`config.mk`:
```
export PLATFORM = sky130hd
export DESIGN_NAME = mult_div_unit
export DESIGN_NICKNAME = d
export VERILOG_FILES = /design/src/rtl/mult_div_unit_pkg.sv /design/src/rtl/mult_div_unit_div_step.sv /design/src/rtl/mult_div_unit.sv
export SDC_FILE = /design/constraint.sdc
export NUM_CORES = 1
export LEC_CHECK = 0
export CELL_PAD_IN_SITES_DETAIL_PLACEMENT = 0
export CELL_PAD_IN_SITES_GLOBAL_PLACEMENT = 1
export CORE_ASPECT_RATIO = 0.75
export CORE_MARGIN = 10
export CORE_UTILIZATION = 40
export CTS_BUF_LIST = sky130_fd_sc_hd__clkbuf_4
export DETAILED_ROUTE_END_ITERATION = 7
export DONT_BUFFER_PORTS = 1
export PLACE_DENSITY_LB_ADDON = 0.05
export SYNTH_ARGS = -nofsm -noshare
export SYNTH_HDL_FRONTEND = slang
export SYNTH_HIERARCHICAL = 1
export SYNTH_SLANG_ARGS = --single-unit
```
`constraint.sdc`:
```
create_clock -name clk -period 4.3 [get_ports clk]
set_input_delay 1.075 -clock clk [delete_from_list [all_inputs] [get_ports clk]]
set_output_delay 1.075 -clock clk [all_outputs]
set_load 0.01 [all_outputs]
```
`src/rtl/mult_div_unit_pkg.sv`:
```
// Shared definitions for the iterative multiply/divide engine: operation
// encodings, FSM state encoding, bus widths and small decode helpers.
package mult_div_unit_pkg;

  // Native datapath width and the packed {hi, lo} result width.
  localparam int DATA_BUS     = 32;
  localparam int MULT_DIV_BUS = 2 * DATA_BUS;

  // Operation encodings as presented by EX on the op port.
  localparam logic [1:0] MD_OP_MULT  = 2'b00;
  localparam logic [1:0] MD_OP_MULTU = 2'b01;
  localparam logic [1:0] MD_OP_DIV   = 2'b10;
  localparam logic [1:0] MD_OP_DIVU  = 2'b11;

  // State encoding, kept as plain constants so other blocks can refer to it.
  localparam logic [2:0] MD_ST_IDLE = 3'd0;
  localparam logic [2:0] MD_ST_MUL  = 3'd1;
  localparam logic [2:0] MD_ST_DIV  = 3'd2;
  localparam logic [2:0] MD_ST_FIX  = 3'd3;
  localparam logic [2:0] MD_ST_DONE = 3'd4;

  typedef enum logic [2:0] {
    ST_IDLE = MD_ST_IDLE,
    ST_MUL  = MD_ST_MUL,
    ST_DIV  = MD_ST_DIV,
    ST_FIX  = MD_ST_FIX,
    ST_DONE = MD_ST_DONE
  } md_state_e;

  // Divide operations have the upper op bit set.
  function automatic logic op_is_div(input logic [1:0] op);
    return (op == MD_OP_DIV) || (op == MD_OP_DIVU);
  endfunction

  // Signed operations have the lower op bit clear.
  function automatic logic op_is_signed(input logic [1:0] op);
    return (op == MD_OP_MULT) || (op == MD_OP_DIV);
  endfunction

endpackage

```
`src/rtl/mult_div_unit_div_step.sv`:
```
// One iteration of restoring division: shift the next dividend bit into the
// partial remainder and subtract the divisor when it fits.
module div_restoring_step
  import mult_div_unit_pkg::*;
#(
  parameter int DATA_WIDTH = DATA_BUS
) (
  input  logic [DATA_WIDTH-1:0] rem,
  input  logic                  dividend_bit,
  input  logic [DATA_WIDTH-1:0] divisor,
  output logic [DATA_WIDTH-1:0] rem_next,
  output logic                  quot_bit
);

  logic [DATA_WIDTH:0] shifted;
  logic [DATA_WIDTH:0] diff;

  // The remainder is always below the divisor, so the shifted value is below
  // twice the divisor and the top bit of the difference is a clean borrow.
  always_comb begin
    shifted  = {rem, dividend_bit};
    diff     = shifted - {1'b0, divisor};
    quot_bit = ~diff[DATA_WIDTH];
    rem_next = quot_bit ? diff[DATA_WIDTH-1:0] : shifted[DATA_WIDTH-1:0];
  end

endmodule

```
`src/rtl/mult_div_unit.sv`:
```
// Iterative multiply/divide engine for the EX stage HI/LO path. Works on
// operand magnitudes and applies signs in a final FIX cycle.
module mult_div_unit
  import mult_div_unit_pkg::*;
#(
  parameter int DATA_WIDTH = DATA_BUS,
  parameter int FAST_MUL   = 0,
  parameter int CNT_WIDTH  = $clog2(DATA_WIDTH) + 1
) (
  input  logic                      clk,
  input  logic                      rst,
  input  logic                      flush,
  input  logic                      start,
  input  logic [1:0]                op,
  input  logic [DATA_WIDTH-1:0]     operand_1,
  input  logic [DATA_WIDTH-1:0]     operand_2,
  input  logic                      hold,
  output logic                      busy,
  output logic                      done,
  output logic [2*DATA_WIDTH-1:0]   result
);

  localparam int W = DATA_WIDTH;
  localparam logic [CNT_WIDTH-1:0] CNT_LOAD = CNT_WIDTH'(DATA_WIDTH);
  localparam logic [CNT_WIDTH-1:0] CNT_LAST = CNT_WIDTH'(1);

  md_state_e            state;
  logic [CNT_WIDTH-1:0] counter;
  logic                 neg_a;
  logic                 neg_b;
  logic                 is_div;
  logic [W-1:0]         abs_a;
  logic [W-1:0]         abs_b;
  // acc is {hi, lo}: multiply keeps the running sum in hi and the multiplier
  // shifting out of lo; divide keeps the remainder in hi and the dividend
  // shifting out of lo while quotient bits shift in.
  logic [2*W-1:0]       acc;

  logic                 sign_1;
  logic                 sign_2;
  logic [W-1:0]         in_abs_1;
  logic [W-1:0]         in_abs_2;
  logic [W:0]           mul_sum;
  logic [2*W-1:0]       mul_next;
  logic [2*W-1:0]       fast_prod;
  logic [W-1:0]         div_rem_next;
  logic                 div_quot_bit;
  logic [2*W-1:0]       div_next;
  logic [2*W-1:0]       fix_prod;
  logic [W-1:0]         fix_quot;
  logic [W-1:0]         fix_rem;

  div_restoring_step #(
    .DATA_WIDTH(W)
  ) u_div_step (
    .rem          (acc[2*W-1:W]),
    .dividend_bit (acc[W-1]),
    .divisor      (abs_b),
    .rem_next     (div_rem_next),
    .quot_bit     (div_quot_bit)
  );

  // Operand magnitudes, per-cycle datapath updates and sign correction.
  always_comb begin
    sign_1    = op_is_signed(op) & operand_1[W-1];
    sign_2    = op_is_signed(op) & operand_2[W-1];
    in_abs_1  = sign_1 ? -operand_1 : operand_1;
    in_abs_2  = sign_2 ? -operand_2 : operand_2;
    mul_sum   = {1'b0, acc[2*W-1:W]} + ({1'b0, abs_a} & {(W+1){acc[0]}});
    mul_next  = {mul_sum, acc[W-1:1]};
    fast_prod = {{W{1'b0}}, abs_a} * {{W{1'b0}}, abs_b};
    div_next  = {div_rem_next, acc[W-2:0], div_quot_bit};
    fix_prod  = (neg_a ^ neg_b) ? -acc : acc;
    fix_quot  = (neg_a ^ neg_b) ? -acc[W-1:0] : acc[W-1:0];
    fix_rem   = neg_a ? -acc[2*W-1:W] : acc[2*W-1:W];
  end

  // Control FSM and datapath registers; reset beats flush beats normal flow.
  always_ff @(posedge clk) begin
    if (rst) begin
      state   <= ST_IDLE;
      busy    <= 1'b0;
      done    <= 1'b0;
      result  <= '0;
      counter <= '0;
      neg_a   <= 1'b0;
      neg_b   <= 1'b0;
      is_div  <= 1'b0;
      abs_a   <= '0;
      abs_b   <= '0;
      acc     <= '0;
    end else if (flush) begin
      state <= ST_IDLE;
      busy  <= 1'b0;
      done  <= 1'b0;
    end else begin
      case (state)
        ST_IDLE: begin
          if (start) begin
            neg_a   <= sign_1;
            neg_b   <= sign_2;
            abs_a   <= in_abs_1;
            abs_b   <= in_abs_2;
            is_div  <= op_is_div(op);
            counter <= CNT_LOAD;
            acc     <= {{W{1'b0}}, (op_is_div(op) ? in_abs_1 : in_abs_2)};
            if (op_is_div(op) && (operand_2 == '0)) begin
              result <= {operand_1, {W{1'b1}}};
              done   <= 1'b1;
              state  <= ST_DONE;
            end else begin
              busy  <= 1'b1;
              state <= op_is_div(op) ? ST_DIV : ST_MUL;
            end
          end
        end

        ST_MUL: begin
          if (FAST_MUL != 0) begin
            acc   <= fast_prod;
            state <= ST_FIX;
          end else begin
            acc     <= mul_next;
            counter <= counter - CNT_LAST;
            if (counter == CNT_LAST) begin
              state <= ST_FIX;
            end
          end
        end

        ST_DIV: begin
          acc     <= div_next;
          counter <= counter - CNT_LAST;
          if (counter == CNT_LAST) begin
            state <= ST_FIX;
          end
        end

        ST_FIX: begin
          result <= is_div ? {fix_rem, fix_quot} : fix_prod;
          busy   <= 1'b0;
          done   <= 1'b1;
          state  <= ST_DONE;
        end

        ST_DONE: begin
          if (!hold) begin
            done  <= 1'b0;
            state <= ST_IDLE;
          end
        end

        default: begin
          busy  <= 1'b0;
          done  <= 1'b0;
          state <= ST_IDLE;
        end
      endcase
    end
  end

endmodule

```
## After elaboration in Yosys (flattened, before gate mapping)

Cells that the tools add are included.
Widths: inputs -> output; s select.

| cells by class | value |
|---|---|
| reductions and logical operators | 19 |
| bitwise gates (word level) | 8 |
| add/subtract/negate cells | 8 |
| equality and inequality tests | 12 |
| muxes and demuxes | 28 |

Operator list:

| cell | count |
|---|---|
| $mux 64 | 5 |
| $mux 32 | 6 |
| $pmux 64 s3 | 1 |
| $neg 32->32 | 4 |
| $pmux 64 s2 | 1 |
| $neg 64->64 | 1 |
| $add 32x33->33 | 1 |
| $and 32x33->33 | 1 |
| $sub 33x32->33 | 1 |
| $logic_not 32->1 | 1 |
| $reduce_and 3->1 | 5 |
| $mux 3 | 4 |
| $pmux 3 s4 | 1 |
| $pmux 6 s2 | 1 |
| $ne 2x2->1 const B | 4 |
| $reduce_and 4->1 | 2 |
| $eq 3x2->1 const B | 2 |
| $eq 6x1->1 const B | 1 |
| $mux 6 | 1 |
| $sub 6x1->6 const B | 1 |
| $mux 1 | 5 |
| $eq 2x2->1 const B | 2 |
| $not 1->1 | 4 |
| $pmux 1 s4 | 1 |
| other kinds (15) | 19 |

| word-level totals | value |
|---|---|
| register bits after elaboration | 206 |
| input bits | 71 |

## Longest topological paths before layout

Gate-level depths: netlist of the first run.

| logic depth | value |
|---|---|
| depth in word-level cells | 7 |
| mapped depth | 19 |
| mapped depth without buffers | 17 |

## Hierarchy

The synthesis of the first run kept the hierarchy.

Modules (own cells, without submodules):

| module | cells each | times used | area an instance (µm²) |
|---|---|---|---|
| mult_div_unit | 1846 | 1 | 13780.7 |
| div_restoring_step | 305 | 1 | 2358.5 |

## Least setup slack after synthesis of the first run

OpenSTA, ideal clock, no wires.

| timing path | value |
|---|---|
| path kind | reg-to-reg |
| start | register acc[0] |
| end | register acc[59] |
| arrival | 3.559 ns |
| clock period less this slack | 3.620 ns |
| cell stages (with the launch flop) | 16 |
| slack | 0.680 ns |
| path through | dfxtp_1 clkbuf_1 clkbuf_1 and2_1 ha_1 inv_1 fa_1 nand2b_1 a21oi_1 o221ai_1 a21oi_1 nor3_1 o41ai_1 a31oi_1 or4b_1 nand3_1 |

| on the way | value |
|---|---|
| cells in the longest elaborated chain, start to end | 3 |

RTL lines:

| what | RTL line | source |
|---|---|---|
| start, declared | mult_div_unit.sv:37 | `logic [2*W-1:0] acc;` |
| start signal, assigned | mult_div_unit.sv:106 | `acc <= {{W{1'b0}}, (op_is_div(op) ? in_abs_1 : in_abs_2)};` |
| start signal, assigned | mult_div_unit.sv:120 | `acc <= fast_prod;` |
| start signal, assigned | mult_div_unit.sv:123 | `acc <= mul_next;` |
| $and 32x33->33 | mult_div_unit.sv:69 | `mul_sum = {1'b0, acc[2*W-1:W]} + ({1'b0, abs_a} & {(W+1){acc[0]}});` |
| $add 32x33->33 | mult_div_unit.sv:69 |  |
| $pmux 64 s3 | mult_div_unit.sv:97 | `case (state)` |

Every way passes these cells.
A chain may end at the register's enable or synchronous reset.

## Final worst setup path of the first run

| timing path | value |
|---|---|
| start | register acc[31] |
| end | register acc[41] |

| on the way | value |
|---|---|
| cells in the longest elaborated chain, start to end | 3 |

RTL lines:

| what | RTL line | source |
|---|---|---|
| $sub 33x32->33 | mult_div_unit_div_step.sv:22 | `diff = shifted - {1'b0, divisor};` |
| $mux 32 | mult_div_unit_div_step.sv:24 | `rem_next = quot_bit ? diff[DATA_WIDTH-1:0] : shifted[DATA_WIDTH-1:0];` |
| via div_rem_next[9] | mult_div_unit.sv:46 | `logic [W-1:0] div_rem_next;` |
| $pmux 64 s3 | mult_div_unit.sv:97 |  |

The timed path passes the listed nets, and every way through them passes these cells.

==> flow_metrics.py, run 1 <==
metrics = {
    "sta": {
        "worst_slew_pin_slew_ps": 1010,
        "fin_crit_ps": 3840,
        "fin_setup_tns_ps": 0,
        "slew_viol_final": 0,
        "relSlewSlack": 0.322,
        "finalSetupViolCount": 0,
        "hold_violations": 0,
        "skew_ps": 35.9,
        "max_freq_mhz": 261,
        "fin_ws_ps": 464,
        "rsz0062_at_grt": "no",
        "period_share": 0.892,
    },
    "setup_path": {
        "critPathCaptureType": "flop",
        "critPathRequiredTime_ps": 4950,
        "worst-setup-path-type": "flop to flop",
        "worstPathArrival_ps": 4490,
        "crit_fanout": 6,
        "cp-start-kind": "flop",
        "r2r_slack_ps": 460,
        "r2r_cells": 18,
    },
    "finish": {
        "fillers": 4214,
        "nets": 2270,
        "final_cell_area_um2": 17500,
        "drive_gt1_frac": 0.109,
        "syn_to_final_growth_pct": 8.12,
    },
    "yosys": {
        "synth.distinct_cells": 94,
        "synthCells": 2151,
        "synth_most_common_cell": "nor2_1",
        "postSynthAreaPerCell_um2": 7.50,
        "ys_warn_count": 6,
        "syn_nets": 2294,
        "synth_enable_flop_cells": 0,
        "seq_area_frac_synth": 0.256,
        "synth-seq-cells": 206,
        "synth-main-ff-cell": "dfxtp_1",
        "async_reset_ff_frac": 0,
        "ys_top_cells_by_count": "nor2_1 (289), dfxtp_1 (206), nand2_1 (188)",
        "synth_area_um2": 16100,
        "yosysTopAreaCellShare": 0.256,
        "synth_area_leaders": "dfxtp_1 (26%), nor2_1 (6.7%), xnor2_1 (5.5%)",
        "synth_top_area_cell": "dfxtp_1",
    },
    "global_route": {
        "grt_overflow": 0,
        "grt_usage": 0.278,
        "grt_max_degree": 209,
        "grt_pass1_vias": 15300,
        "grt_pass1_wl_um": 104000,
        "antenna_found_initial": 2,
    },
    "floorplanning": {
        "initial_core_util": 0.407,
        "io_pins": 137,
        "coreArea_um2": 39600,
        "dieArea_um2": 48900,
        "die_x_um": 252,
        "die_height_um": 194,
        "row_count": 63,
    },
    "clock_tree": {
        "cts_resized": 0,
        "h-tree-depth": 2,
        "clock_latency_ps": 770,
        "cts_hold_buf": 0,
        "path_clk_slew_ps": 70,
        "cts_setup_buffers": 0,
        "cts_tree": "done",
        "clockBufferDepth": 3,
        "numClockSinks": 206,
        "cts-root-buf": "clkbuf_4",
        "cts_buffers": 57,
    },
    "route": {
        "vias": 16700,
        "first_iter_violations": 1948,
        "first_pass_iters": 5,
        "drtAntennaViolNets": 0,
        "drcViolationCount": 0,
        "post_drt_wl_per_cell_um": 26.7,
        "drt_wl_total_um": 71600,
        "routed_via_density": 6.25,
    },
    "placement": {
        "gp_congestion": 0.953,
        "hpwl_um": 55100,
        "placed_area_um2": 16800,
        "dp_slack_ps": 389,
        "portBuffers": 0,
    },
    "pwr": {
        "fin_total_pwr_mw": 6.35,
        "ir_worst_vdd_v": 0.000234,
        "power_density_nw_per_um2": 364,
        "leakage_nw": 6.55,
    },
    "outcome": {
        "status": "finished, final reports clean",
    },
    "hold_path": {
        "hold_class": "input port to flop",
        "hold_depth": 1,
    },
    "run": {
        "drv_cap": 0,
    },
}
## per-layer routing
metal / GRT usage / share of wire / vias up
met3: 0.105 / 0.12 / 88
met2: 0.365 / 0.38 / 789
met1: 0.403 / 0.47 / 8068
met4: 0.0881 / 0.029 / 0
met5: 0 / 0 / -
li1: - / - / 7802
## sequential cells by signal (all words and copies together), names as in the netlist
name,flops
abs_a,32
abs_b,32
acc,64
busy,1
counter,6
done,1
is_div,1
neg_a,1
neg_b,1
result,64
state,3
## kinds of logic (layout without fill, tap and decap cells)
kind of cell / after synthesis / in the layout / synth area share
mux: 37 / 37 / 0.0301
flops: 206 / 206 / 0.256
buf+inv: 234 / 243 / 0.0637
simple gates: 797 / 797 / 0.233
fa+ha+maj: 72 / 72 / 0.0567
other cells: 0 / 1 / 0
xor+xnor: 171 / 171 / 0.0928
compound gates: 634 / 634 / 0.268
## cell type report
cell class / count / area (um^2) / share of cell area
well taps: 520 / 651 / 0.0373
flip-flops and latches: 206 / 4120 / 0.236
repair buffers: 84 / 706 / 0.0404
clock buffers: 80 / 601 / 0.0344
clock inverters: 12 / 77.6 / 0.00445
diodes: 1 / 2.50 / 0.000143
multi-input cells: 1711 / 11000 / 0.632
inverters: 67 / 259 / 0.0148
## worst max-delay path: stages, from the launching register on
cell	delay [ps]
dfxtp_1	330
inv_1	40
ha_1	220
fa_1	400
and2b_1	240
o2111ai_2	140
a21oi_2	210
o2111ai_1	250
a211oi_2	370
nor2_4	100
mux2i_4	200
and2_4	190
inv_8	90
mux2_4	300
a21oi_1	270
buf_4	170
o31ai_1	60
o21ai_0	100
nor2_1	50
## path summary, 6_finish.rpt
check	startpoint	end
max	acc[31]	acc[41]
min	flush	done
max reg2reg	acc[31]	acc[41]
min reg2reg	abs_b[2]	abs_b[2]
## placed cells by master, fill, tap and decap left out, types with 15 or more instances in the layout
master	synthesis	layout
o211ai_1	38	38
o31ai_1	26	26
nand4_1	24	24
clkbuf_4	0	80
a31oi_1	25	25
o21ai_0	90	90
nor3_1	95	94
inv_1	66	66
nand3_1	35	35
dfxtp_1	206	206
a211oi_1	77	77
a311oi_1	36	36
ha_1	70	70
nor2_1	289	287
and2_1	36	36
mux2_4	19	19
xor2_1	70	70
buf_4	5	78
nor4_1	23	23
xnor2_1	101	100
o21a_1	16	16
a21oi_1	157	157
a221oi_1	39	39
nand2_1	188	188
a21o_1	34	34
or3_1	15	15
## stage by stage
stage          hold slack, ps  utilization  cells
2_1_floorplan             432            -   2151
3_3_place_gp              438        0.423   2588
6_report                  403        0.440   2681
5_1_grt                   364        0.440   2681
4_1_cts                   348        0.440   2680
3_5_place_dp              443        0.423   2588
## where the power goes
group | total [mW] | internal, mW | switching, mW
Sequential | 2.19 | 2.02 | 0.168
Combinational | 2.34 | 0.917 | 1.42
Clock | 1.83 | 0.902 | 0.924
(Power assumes the default switching activity.)
==> run 2, diff against run 1 <==
--- a/config.mk
+++ b/config.mk
@@ -16,5 +16,4 @@
 export PLACE_DENSITY_LB_ADDON = 0.05
 export SYNTH_ARGS = -nofsm -noshare
 export SYNTH_HDL_FRONTEND = slang
-export SYNTH_HIERARCHICAL = 1
 export SYNTH_SLANG_ARGS = --single-unit
==> constraint.sdc (replaced) <==
create_clock -name clk -period 4.6 [get_ports clk]
set_input_delay 1.15 -clock clk [delete_from_list [all_inputs] [get_ports clk]]
set_output_delay 1.15 -clock clk [all_outputs]
set_load 0.01 [all_outputs]
==> run 2 against run 1 <==
Net effect: final cell count fell by 3.4%; critical path depth fell by 4; die area shrank 4.1%; critical endpoint is now acc[56]; largest power group is now registers.
==> flow_metrics.py, run 2 <==
metrics = {
    "global_route": {
        "grt_usage": 0.261,
        "antenna_found_initial": 1,
        "grt_max_degree": 205,
        "grt_pass1_wl_um": 93800,
        "grt_overflow": 0,
        "grt_pass1_vias": 14500,
    },
    "sta": {
        "fin_crit_ps": 4030,
        "period_share": 0.875,
        "rsz0062_at_grt": "no",
        "finalSetupViolCount": 0,
        "slew_viol_final": 0,
        "skew_ps": 21.4,
        "relSlewSlack": 0.297,
        "worst_slew_pin_slew_ps": 1050,
        "fin_setup_tns_ps": 0,
        "fin_ws_ps": 573,
        "hold_violations": 0,
        "max_freq_mhz": 248,
    },
    "finish": {
        "final_cell_area_um2": 16600,
        "multi_input_area_um2": 10500,
        "drive_gt1_frac": 0.0866,
        "ff_latch_area_um2": 4120,
        "nets": 2186,
        "fin_util": 0.436,
        "syn_to_final_growth_pct": 7.94,
        "layout_common_cells": "nor2_1 (296), dfxtp_1 (206), a21oi_1 (171)",
        "layout_commonest_cell": "nor2_1",
        "fillers": 4035,
        "top_regs": "acc x64, result x64",
    },
    "hold_path": {
        "hold_class": "flop to flop",
        "hold_depth": 2,
    },
    "setup_path": {
        "crit_fanout": 24,
        "worstPathArrival_ps": 4660,
        "r2r_end": "acc[56]",
        "crit_path_end": "acc[56]",
        "r2r_slack_ps": 570,
        "reg2reg_from": "acc[31]",
        "critical_path.startpoint": "acc[31]",
        "critPathCaptureType": "flop",
        "cp-start-kind": "flop",
        "worst-setup-path-type": "flop to flop",
        "r2r_cells": 14,
        "critPathRequiredTime_ps": 5230,
    },
    "clock_tree": {
        "cts-root-buf": "clkbuf_4",
        "cts_hold_buf": 0,
        "cts_buffers": 57,
        "h-tree-depth": 2,
        "path_clk_slew_ps": 70,
        "cts_tree": "done",
        "cts_resized": 0,
        "clockBufferDepth": 3,
        "numClockSinks": 206,
        "clock_latency_ps": 750,
        "cts_setup_buffers": 0,
    },
    "yosys": {
        "synth_xor_area_frac": 0.0983,
        "ys_top_cells_by_count": "nor2_1 (298), dfxtp_1 (206), a21oi_1 (171)",
        "synth_top_family_by_area": "compound AO/OA/AOI/OAI gates",
        "synth_enable_flop_cells": 0,
        "ys_warn_count": 0,
        "synth-seq-cells": 206,
        "synth_most_common_cell": "nor2_1",
        "synth_top_area_cell": "dfxtp_1",
        "synth_area_leaders": "dfxtp_1 (27%), nor2_1 (7.3%), xnor2_1 (6.4%)",
        "yosys.area_share.simple": 0.219,
        "syn_nets": 2223,
        "async_reset_ff_frac": 0,
        "synth.distinct_cells": 72,
        "yosys.area_share.adder": 0.0594,
        "synth_area_um2": 15400,
        "seq_area_frac_synth": 0.268,
        "postSynthAreaPerCell_um2": 7.41,
        "synth_mux_area_frac": 0.0209,
        "synthCells": 2080,
        "yosysTopAreaCellShare": 0.268,
        "synth-compound-area-share": 0.279,
        "synth-main-ff-cell": "dfxtp_1",
    },
    "route": {
        "vias": 15800,
        "first_pass_iters": 6,
        "drtAntennaViolNets": 0,
        "drcViolationCount": 0,
        "first_iter_violations": 1364,
        "routed_via_density": 6.09,
        "post_drt_wl_per_cell_um": 24.6,
        "drt_wl_total_um": 63800,
    },
    "floorplanning": {
        "row_count": 62,
        "dieArea_um2": 46900,
        "initial_core_util": 0.404,
        "die_height_um": 190,
        "die_x_um": 247,
        "io_pins": 137,
        "coreArea_um2": 38200,
    },
    "placement": {
        "dp_slack_ps": 228,
        "placed_area_um2": 15900,
        "portBuffers": 0,
        "gp_congestion": 0.909,
        "hpwl_um": 48500,
    },
    "run": {
        "drv_cap": 0,
    },
    "pwr": {
        "ir_worst_vdd_v": 0.000156,
        "power_density_nw_per_um2": 329,
        "leakage_nw": 6.23,
    },
    "outcome": {
        "status": "finished, final reports clean",
    },
}
## run 2: cell types whose count changed after synthesis, moves of 12 or more
cell,previous run,this run
a211oi_1,77,115
o21ai_0,90,126
nand2_1,188,160
mux2_4,19,0
nor3_1,95,76
o211ai_1,38,21
nand4_1,24,9
a21oi_1,157,171
a21o_1,34,22
a311oi_1,36,24
## run 2: how the worst min path moves through the flow
stage / slack [ps] / startpoint / end
floorplan: 430 / abs_a[0] / abs_a[0]
global placement: 440 / abs_a[0] / abs_a[0]
detailed placement: 450 / abs_a[31] / abs_a[31]
CTS: 420 / rst / result[35]
global route: 430 / rst / counter[0]
finish: 450 / abs_a[31] / abs_a[31]
## run 2: area by class of cell
type | instances | share of cell area
clock buffer | 82 | 0.0370
multi-input combinational | 1661 | 0.631
clock inverter | 12 | 0.00481
inverter | 63 | 0.0142
tap | 512 | 0.0385
timing repair buffer | 54 | 0.0266
sequential | 206 | 0.248
antenna | 1 | 0.000150
## run 2: kinds of logic (layout without fill, tap and decap cells)
group | Yosys count | count (layout)
compound gates | 654 | 654
xor+xnor | 173 | 173
fa+ha+maj | 72 | 72
buf+inv | 213 | 211
flops | 206 | 206
mux | 30 | 30
other cells | 0 | 1
simple gates | 732 | 732
## run 2: stage by stage
stage	power [mW]	cells	hold slack, ps
after global placement	3.77	2496	437
after detailed placement	3.77	2496	445
final	5.47	2591	453
after global routing	5.77	2591	434
after CTS	5.48	2590	424
after floorplan	3.27	2080	432
## run 2: per-layer routing
metal / share of wire / vias up / routed length [um] / track usage
met5: 0 / - / 0 / 0
met4: 0.025 / 0 / 1580 / 0.0744
met3: 0.12 / 93 / 7720 / 0.102
met2: 0.40 / 657 / 25300 / 0.359
met1: 0.46 / 7527 / 29200 / 0.366
li1: - / 7497 / - / -
## run 2: power breakdown
| group | switching (mW) | leakage (nW) | internal, mW | total [mW] |
|---|---|---|---|---|
| clock | 0.834 | 0.410 | 0.861 | 1.69 |
| sequential | 0.140 | 1.68 | 1.88 | 2.02 |
| combinational | 1.06 | 4.14 | 0.690 | 1.75 |
## run 2: critical path, stage by stage (launching register included)
cell	delay [ps]
dfxtp_1	450
inv_1	130
ha_1	260
fa_1	420
nand2b_1	190
a21oi_1	200
nor3b_1	90
o21bai_1	330
o2111a_1	390
o21ai_0	240
xnor2_2	260
buf_12	210
mux2_2	360
a221oi_1	300
nor3_1	90
==> run 3, diff against run 2 <==
--- a/config.mk
+++ b/config.mk
@@ -5,6 +5,7 @@
 export SDC_FILE = /design/constraint.sdc
 export NUM_CORES = 1
 export LEC_CHECK = 0
+export CAP_MARGIN = 0
 export CELL_PAD_IN_SITES_DETAIL_PLACEMENT = 0
 export CELL_PAD_IN_SITES_GLOBAL_PLACEMENT = 1
 export CORE_ASPECT_RATIO = 0.75
==> results of run 3 <==
The final DEF is identical to that of run 2; final timing and power are the same.
